File: config.mk
export PLATFORM = sky130hd
export DESIGN_NAME = demux_src
export DESIGN_NICKNAME = d
export VERILOG_FILES = /design/src/rtl/demux_src.sv
export SDC_FILE = /design/constraint.sdc
export NUM_CORES = 1
export LEC_CHECK = 0
export CORE_AREA = 2 2 39 41
export DETAILED_ROUTE_END_ITERATION = 16
export DIE_AREA = 0 0 41 43
export GPL_TIMING_DRIVEN = 0
export PLACE_DENSITY = 0.74
export SLEW_MARGIN = 20
export SYNTH_ARGS = -nofsm -noshare
export SYNTH_HDL_FRONTEND = slang
export SYNTH_SLANG_ARGS = --single-unit
export TNS_END_PERCENT = 1
File: constraint.sdc
create_clock -name clk -period 2.8 [get_ports clk]
set_clock_uncertainty 0.1 [all_clocks]
set_input_delay 0.42 -clock clk [delete_from_list [all_inputs] [get_ports clk]]
set_output_delay 0.42 -clock clk [all_outputs]
set_load 0.05 [all_outputs]
File: src/rtl/demux_src.sv
`default_nettype none
// ============================================================================
// Module      : demux_src
// Description : Clocked four-phase source for an asynchronous two-way demux.
//               Words and a destination-select bit arrive on a valid/ready
//               stream and land in a one-entry prefetch register. Each word is
//               then launched as a four-phase transfer: data and one-hot
//               steering (ctl_a_o / ctl_b_o) are set up one cycle before the
//               request rises. The handshake is closed by synchronising the
//               demux's combined acknowledge.
//
//               Optional feature macro: DEMUX_SRC_TIMEOUT_EN
//                 defined   -> ack-wait counter and sticky err flag
//                 undefined -> err tied to 0, no counter built
//
// Parameters  : N           data width
//               SYNC_STAGES ack synchroniser depth (>= 2)
//               TIMEOUT     ack-wait limit in cycles (timeout build only)
//
// Ports       : clk, rst           clock, async active-high reset
//               in_valid/in_ready  upstream handshake (ready = prefetch empty)
//               in_data, in_sel    word and route (0 -> ctl_a, 1 -> ctl_b)
//               r_o, a_i           four-phase request / async acknowledge
//               d_o                data to demux
//               ctl_a_o, ctl_b_o   one-hot steering to demux
//               busy               handshake in flight or prefetch full
//               err                sticky ack timeout
//
// Revision    : 1.0  initial release
// ============================================================================
module demux_src #(
    parameter int N           = 1,
    parameter int SYNC_STAGES = 2,
    parameter int TIMEOUT     = 255
) (
    input  logic         clk,
    input  logic         rst,
    input  logic         in_valid,
    output logic         in_ready,
    input  logic [N-1:0] in_data,
    input  logic         in_sel,
    output logic         r_o,
    input  logic         a_i,
    output logic [N-1:0] d_o,
    output logic         ctl_a_o,
    output logic         ctl_b_o,
    output logic         busy,
    output logic         err
);

    localparam logic [1:0] c_IDLE    = 2'd0;
    localparam logic [1:0] c_SETUP   = 2'd1;
    localparam logic [1:0] c_REQ     = 2'd2;
    localparam logic [1:0] c_RELEASE = 2'd3;

    generate
        if (SYNC_STAGES < 2) begin : g_bad_sync
            $error("demux_src: SYNC_STAGES must be at least 2");
        end
        if (TIMEOUT < 1) begin : g_bad_timeout
            $error("demux_src: TIMEOUT must be at least 1");
        end
    endgenerate

    logic [1:0]             r_state;
    logic [1:0]             w_state_nxt;
    logic                   r_live;
    logic [N-1:0]           r_pend_data;
    logic                   r_pend_sel;
    logic                   r_pend_full;
    logic [SYNC_STAGES-1:0] r_sync;
    logic                   r_req;
    logic                   r_ctl_a;
    logic                   r_ctl_b;
    logic [N-1:0]           r_d;

    logic                   w_ack_s;
    logic                   w_accept;
    logic                   w_launch;
    logic                   w_req_nxt;
    logic                   w_ctl_a_nxt;
    logic                   w_ctl_b_nxt;
    logic [N-1:0]           w_d_nxt;

    assign w_ack_s  = r_sync[SYNC_STAGES-1];
    // r_live keeps in_ready low while reset is held and until the first edge
    // after release; in_ready depends only on registers.
    assign in_ready = r_live & ~r_pend_full;
    assign w_accept = in_valid & in_ready;
    // A launch also requires the synchronised ack to be low, so a stale ack
    // left over from a reset mid-handshake is drained before the next word.
    assign w_launch = r_pend_full & ~w_ack_s &
                      ((r_state == c_IDLE) | (r_state == c_RELEASE));

    // ------------------------------------------------------------------
    // Ack synchroniser, prefetch register
    // ------------------------------------------------------------------
    always_ff @(posedge clk or posedge rst) begin
        if (rst) begin
            r_sync      <= '0;
            r_live      <= 1'b0;
            r_pend_data <= '0;
            r_pend_sel  <= 1'b0;
            r_pend_full <= 1'b0;
        end else begin
            r_sync <= {r_sync[SYNC_STAGES-2:0], a_i};
            r_live <= 1'b1;
            // An accept and a launch on the same edge: the launched word is the
            // old content, the new word takes its place.
            if (w_accept) begin
                r_pend_data <= in_data;
                r_pend_sel  <= in_sel;
                r_pend_full <= 1'b1;
            end else if (w_launch) begin
                r_pend_full <= 1'b0;
            end
        end
    end

    // ------------------------------------------------------------------
    // FSM: state and output registers
    // ------------------------------------------------------------------
    always_ff @(posedge clk or posedge rst) begin
        if (rst) begin
            r_state <= c_IDLE;
            r_req   <= 1'b0;
            r_ctl_a <= 1'b0;
            r_ctl_b <= 1'b0;
            r_d     <= '0;
        end else begin
            r_state <= w_state_nxt;
            r_req   <= w_req_nxt;
            r_ctl_a <= w_ctl_a_nxt;
            r_ctl_b <= w_ctl_b_nxt;
            r_d     <= w_d_nxt;
        end
    end

    // ------------------------------------------------------------------
    // FSM: next state
    // ------------------------------------------------------------------
    always_comb begin
        w_state_nxt = r_state;
        case (r_state)
            c_IDLE: begin
                if (w_launch) begin
                    w_state_nxt = c_SETUP;
                end
            end
            c_SETUP: begin
                w_state_nxt = c_REQ;
            end
            c_REQ: begin
                if (w_ack_s) begin
                    w_state_nxt = c_RELEASE;
                end
            end
            c_RELEASE: begin
                if (!w_ack_s) begin
                    w_state_nxt = r_pend_full ? c_SETUP : c_IDLE;
                end
            end
            default: begin
                w_state_nxt = c_IDLE;
            end
        endcase
    end

    // ------------------------------------------------------------------
    // FSM: next values of the registered demux-side outputs
    // ------------------------------------------------------------------
    always_comb begin
        w_req_nxt   = r_req;
        w_ctl_a_nxt = r_ctl_a;
        w_ctl_b_nxt = r_ctl_b;
        w_d_nxt     = r_d;
        if (w_launch) begin
            w_d_nxt     = r_pend_data;
            w_ctl_a_nxt = ~r_pend_sel;
            w_ctl_b_nxt = r_pend_sel;
        end
        if (r_state == c_SETUP) begin
            w_req_nxt = 1'b1;
        end
        // Request and steering drop together so both C-element inputs of the
        // selected demux branch fall on the same edge.
        if ((r_state == c_REQ) && w_ack_s) begin
            w_req_nxt   = 1'b0;
            w_ctl_a_nxt = 1'b0;
            w_ctl_b_nxt = 1'b0;
        end
    end

    assign r_o     = r_req;
    assign ctl_a_o = r_ctl_a;
    assign ctl_b_o = r_ctl_b;
    assign d_o     = r_d;
    assign busy    = (r_state != c_IDLE) | r_pend_full;

    // ------------------------------------------------------------------
    // Optional ack-wait timeout
    // ------------------------------------------------------------------
`ifdef DEMUX_SRC_TIMEOUT_EN
    localparam int c_CNT_RAW = $clog2(TIMEOUT + 1);
    localparam int c_CNT_W   = (c_CNT_RAW < 8)  ? 8  :
                               (c_CNT_RAW > 32) ? 32 : c_CNT_RAW;
    localparam logic [c_CNT_W-1:0] c_LIMIT = c_CNT_W'(TIMEOUT);

    logic [c_CNT_W-1:0] r_cnt;
    logic               r_err;
    logic               w_waiting;
    logic               w_cnt_clr;

    assign w_waiting = (r_state == c_REQ) | (r_state == c_RELEASE);
    assign w_cnt_clr = (w_state_nxt != r_state) &&
                       ((w_state_nxt == c_REQ) || (w_state_nxt == c_RELEASE));

    // The counter saturates at the limit; err is raised on the edge where the
    // count reaches it and the handshake itself is left untouched.
    always_ff @(posedge clk or posedge rst) begin
        if (rst) begin
            r_cnt <= '0;
            r_err <= 1'b0;
        end else if (w_cnt_clr) begin
            r_cnt <= '0;
        end else if (w_waiting && (r_cnt != c_LIMIT)) begin
            r_cnt <= r_cnt + 1'b1;
            if (r_cnt == (c_LIMIT - 1'b1)) begin
                r_err <= 1'b1;
            end
        end
    end

    assign err = r_err;
`else
    assign err = 1'b0;
`endif

endmodule
`default_nettype wire

Yosys cells after proc, flatten, opt, wreduce, memory -nomap -nowiden:

Index checks and enable logic that the tools add are counted.

* flip-flop bits (word level): 12
* bits of input ports: 6
* output and inout bits: 7
* word-level logic and storage cells: 45

* equal/unequal tests: 6
* multiplexer cells: 13
* bitwise operators: 9
* reductions and logical operators: 7

Operators by type and width (number)
* $mux W1: 9
* $pmux W2 S4: 1
* $reduce_bool A2 Y1: 4
* $mux W2: 3
* $ne A2 B2 Y1 const B: 3
* $and A1 B1 Y1: 4
* $eq A2 B2 Y1 const B: 2
* $not A1 Y1: 3
* $reduce_and A3 Y1: 1
* $eq A2 B1 Y1 const B: 1
* $logic_not A2 Y1: 1
* $or A1 B1 Y1: 2
* $logic_and A1 B1 Y1: 1

Longest topological paths before layout:

Gate-level depths: netlist (run 1).

* depth in word-level cells: 5
* mapped depth: 6

Least setup slack after synthesis (run 1):

OpenSTA, ideal clock, no wires.

* path kind: flip-flop to flip-flop
* start: register r_state[1]
* end: register r_state[1]
* library setup time: 0.128 ns
* data arrival time: 1.716 ns
* required time: 2.572 ns
* setup slack: 0.857 ns
* cell stages (with the launch flop): 7
* buffers on the path: 1
* period minus slack after synthesis: 1.943 ns
* cell sequence: dfrtp_1 inv_1 ha_1 or3b_1 buf_6 o22ai_4 mux2_1

RTL lines
* start: declaration: line 65 `logic [1:0] r_state;`
* start signal: assignment: line 125 `r_state <= c_IDLE;`
* start signal: assignment: line 131 `r_state <= w_state_nxt;`
* $eq A2 B2 Y1, or another cell as far along: line 144 `case (r_state)`
* $pmux W2 S4 *: line 144
* via w_state_nxt[1]: line 66 `logic [1:0] w_state_nxt;`

The timed path passes the listed nets; every way through them passes the cells marked *.
A chain may end at the register's enable or synchronous reset.

Final worst setup path (run 1):

* start: register r_state[1]
* end: output busy

* word-level cells in the longest chain between the ends: 2

Ends and longest elaborated chain
* $reduce_bool A2 Y1: line 198 `assign busy = (r_state != c_IDLE) | r_pend_full;`
* $or A1 B1 Y1: line 198
* end: declaration: line 47 `output logic busy,`

No other way between the ends.

==> metrics.txt, run 1 <==
Clock Path Buffers 2; Post-CTS Hold Fix Bufs 0; Arrival @ worst endpoint between 1.5 and 2 ns; Core Box Area 1384 um2; global-route wire length before repair 1635 um; CP Data Required Time 2.28 ns; final setup vio count 0; Post-synth top cells 12 x dfrtp_1, 5 x ha_1, 4 x inv_1, 4 x mux2_2; total grt overflow 0; pre-CTS setup slack 0.6257 ns; Primary FF master, synth dfrtp_1; LEAKAGE 0.3646 nW; CTS buffer count 3; footprint of the multi-input gates 261.5 um2; Routed wire per std cell 11.38 um; Starting Density 0.4304; Reg area 300.3 um2; R2R cell count 6; Antenna Diode Count 0; Hold/Removal Path Class reg2reg; power per cell area between 1000 and 1500 nW/um2; Initial DRC Count 2; drt pass-1 iters 2; Seq/Total Area, Yosys 0.5042; total number of vias 383; Max H-tree Level 1; detailed-route DRC error count 0; antenna viol nets, final 0; Total Power 944.1 uW; # resized after CTS 0; clk root buf clkbuf_4; vias per cell 4.848; worst-path maximum fanout 6; post-synth top area share 0.5042; status finished, final reports clean; Syn Inst Count 48; Synth area leader dfrtp_1; top cells by area, synth dfrtp_1 50%, ha_1 11%, mux2_2 7.6%, mux2i_1 3.4%, o22ai_4 3.4%; max-slew violations 0; synthesized area 595.6 um2; share of synthesized registers carrying an async set or reset 1.000; TritonCTS clock tree built; GRT Overall Usage 0.1427; #FFs+latches synth 12; Placed Cells incl. Taps 75; fin util 0.5506; post-route setup TNS 0 ns; Clock Latency Late Sink 0.27 ns; number of setup buffers added after CTS 0; count leader, synth dfrtp_1; worst rel slew slack 0.6656; fin crit period 2.476 ns; maximum clock rate 403.9 MHz; GPL Wtd Cong 0.6865; # fillers approximately 130; synthesized area per cell 12.41 um2; synth warn 0; kind of critical path reg2out; Syn-to-layout area delta 27.94%; Max Cap Viol 0; PnR worst setup slack 0.3242 ns; slew at the pin closest to its max-slew limit 0.5000 ns; Hold Path Depth 0; Rows 14; initial antenna violation count 0; Die Ht 43 um; clock slew at reported path FFs 0.08 ns; Post-synth EDFFs 0; maximum vdd drop about 0.00073 V; Yosys cell types 20; Syn Nets 59; clock sinks 12; largest net degree at the start of global routing 13; IO Count 13; nets 75; die width approximately 41 um; crit end category output pin; period utilisation layout 0.8842; die area roughly 1800 um2; Post-Route WL 899 um; fin cells 79; Startpoint Class flip-flop; ratio of cells with drive above 1 in the final layout 0.1905; IO buf count 11; HPWL after DPL 675.5 um; number of global-route vias before repair 374; RSZ-0062 raised after global routing false; Final Hold Fails 0
cell type report:
class | count | share of cell area
flip-flops and latches | 12 | 0.3941
multi-input cells | 30 | 0.3432
repair buffers | 11 | 0.1445
clock buffers | 4 | 0.04762
well taps | 16 | 0.02627
plain buffers | 2 | 0.02463
inverters | 4 | 0.01970
power breakdown:
group	total (mW)	leakage, nW	internal [mW]	switching (mW)
sequential	0.288	0.141	0.241	0.0467
clock	0.139	0.0210	0.0791	0.0597
combinational	0.517	0.202	0.227	0.290
sequential cells by signal (all words and copies together), names as in the netlist:
| name | count |
|---|---|
| r_pend_full | 1 |
| d_o | 1 |
| r_state | 2 |
| r_live | 1 |
| r_pend_sel | 1 |
| r_o | 1 |
| ctl_a_o | 1 |
| r_sync | 2 |
| r_pend_data | 1 |
| ctl_b_o | 1 |
final timing paths:
check | startpoint | endpoint | slack (ns)
min reg2reg | r_sync[0]$_DFF_PP0_ | r_sync[1]$_DFF_PP0_ | 0.25
max reg2reg | r_state[1]$_DFFE_PP0P_ | r_state[1]$_DFFE_PP0P_ | 0.75
max | r_state[1]$_DFFE_PP0P_ | busy | 0.32
min in group asynchronous | rst | r_pend_data$_DFFE_PP0P_ | 0.34
min | r_sync[0]$_DFF_PP0_ | r_sync[1]$_DFF_PP0_ | 0.25
max in group asynchronous | rst | r_state[0]$_DFFE_PP0P_ | 1.95
critical path, cell delays in order, from the launching register on:
cell	delay [ns]
dfrtp_1	0.43
inv_1	0.11
ha_1	0.25
nand2b_1	0.09
clkdlybuf4s50_1	0.79
stage by stage:
step,instance area (um2),hold WS (ns)
6_report,762.0,0.2535
5_1_grt,762.0,0.2732
4_1_cts,762.0,0.2565
3_5_place_dp,725.7,0.2389
3_3_place_gp,725.7,0.2323
2_1_floorplan,595.6,0.1847
per-layer routing:
layer / vias to the layer above / wire, um / GRT usage
met1: 179 / 380 / 0.1869
met4: 0 / 25 / 0.08000
met2: 10 / 444 / 0.2031
met5: - / 0 / 0
met3: 4 / 48 / 0.04188
li1: 190 / - / -
cell families after synthesis:
family | count (synthesis) | share of synthesized area
buf+inv | 6 | 0.05672
simple gates | 7 | 0.06303
mux | 7 | 0.1281
compound gates | 9 | 0.1302
other cells | 2 | 0.01261
fa+ha+maj | 5 | 0.1050
flops | 12 | 0.5042
cells in the final DEF, fill, tap and decap left out:
| master | n |
|---|---|
| a211oi_1 | 1 |
| nor2_1 | 1 |
| nand2_1 | 3 |
| a21oi_2 | 1 |
| ha_1 | 5 |
| buf_4 | 1 |
| or3b_1 | 1 |
| buf_6 | 1 |
| clkbuf_8 | 1 |
| mux2_1 | 1 |
| clkdlybuf4s50_1 | 11 |
| mux2i_1 | 2 |
| o21bai_1 | 2 |
| o221a_1 | 1 |
| conb_1 | 2 |
| dfrtp_1 | 12 |
| clkbuf_4 | 3 |
| and2b_1 | 1 |
| nand2b_1 | 1 |
| o22ai_4 | 1 |
| mux2_2 | 4 |
| a21oi_1 | 3 |
| inv_1 | 4 |
(Power assumes the default switching activity.)
==> inputs of run 2 (changes only) <==
--- a/config.mk
+++ b/config.mk
@@ -10,6 +10,7 @@
 export DIE_AREA = 0 0 41 43
 export GPL_TIMING_DRIVEN = 0
 export PLACE_DENSITY = 0.74
+export SETUP_SLACK_MARGIN = 0.1
 export SLEW_MARGIN = 20
 export SYNTH_ARGS = -nofsm -noshare
 export SYNTH_HDL_FRONTEND = slang
==> results of run 2 <==
Same layout as run 1: the final DEF is identical, and so are final timing and power.
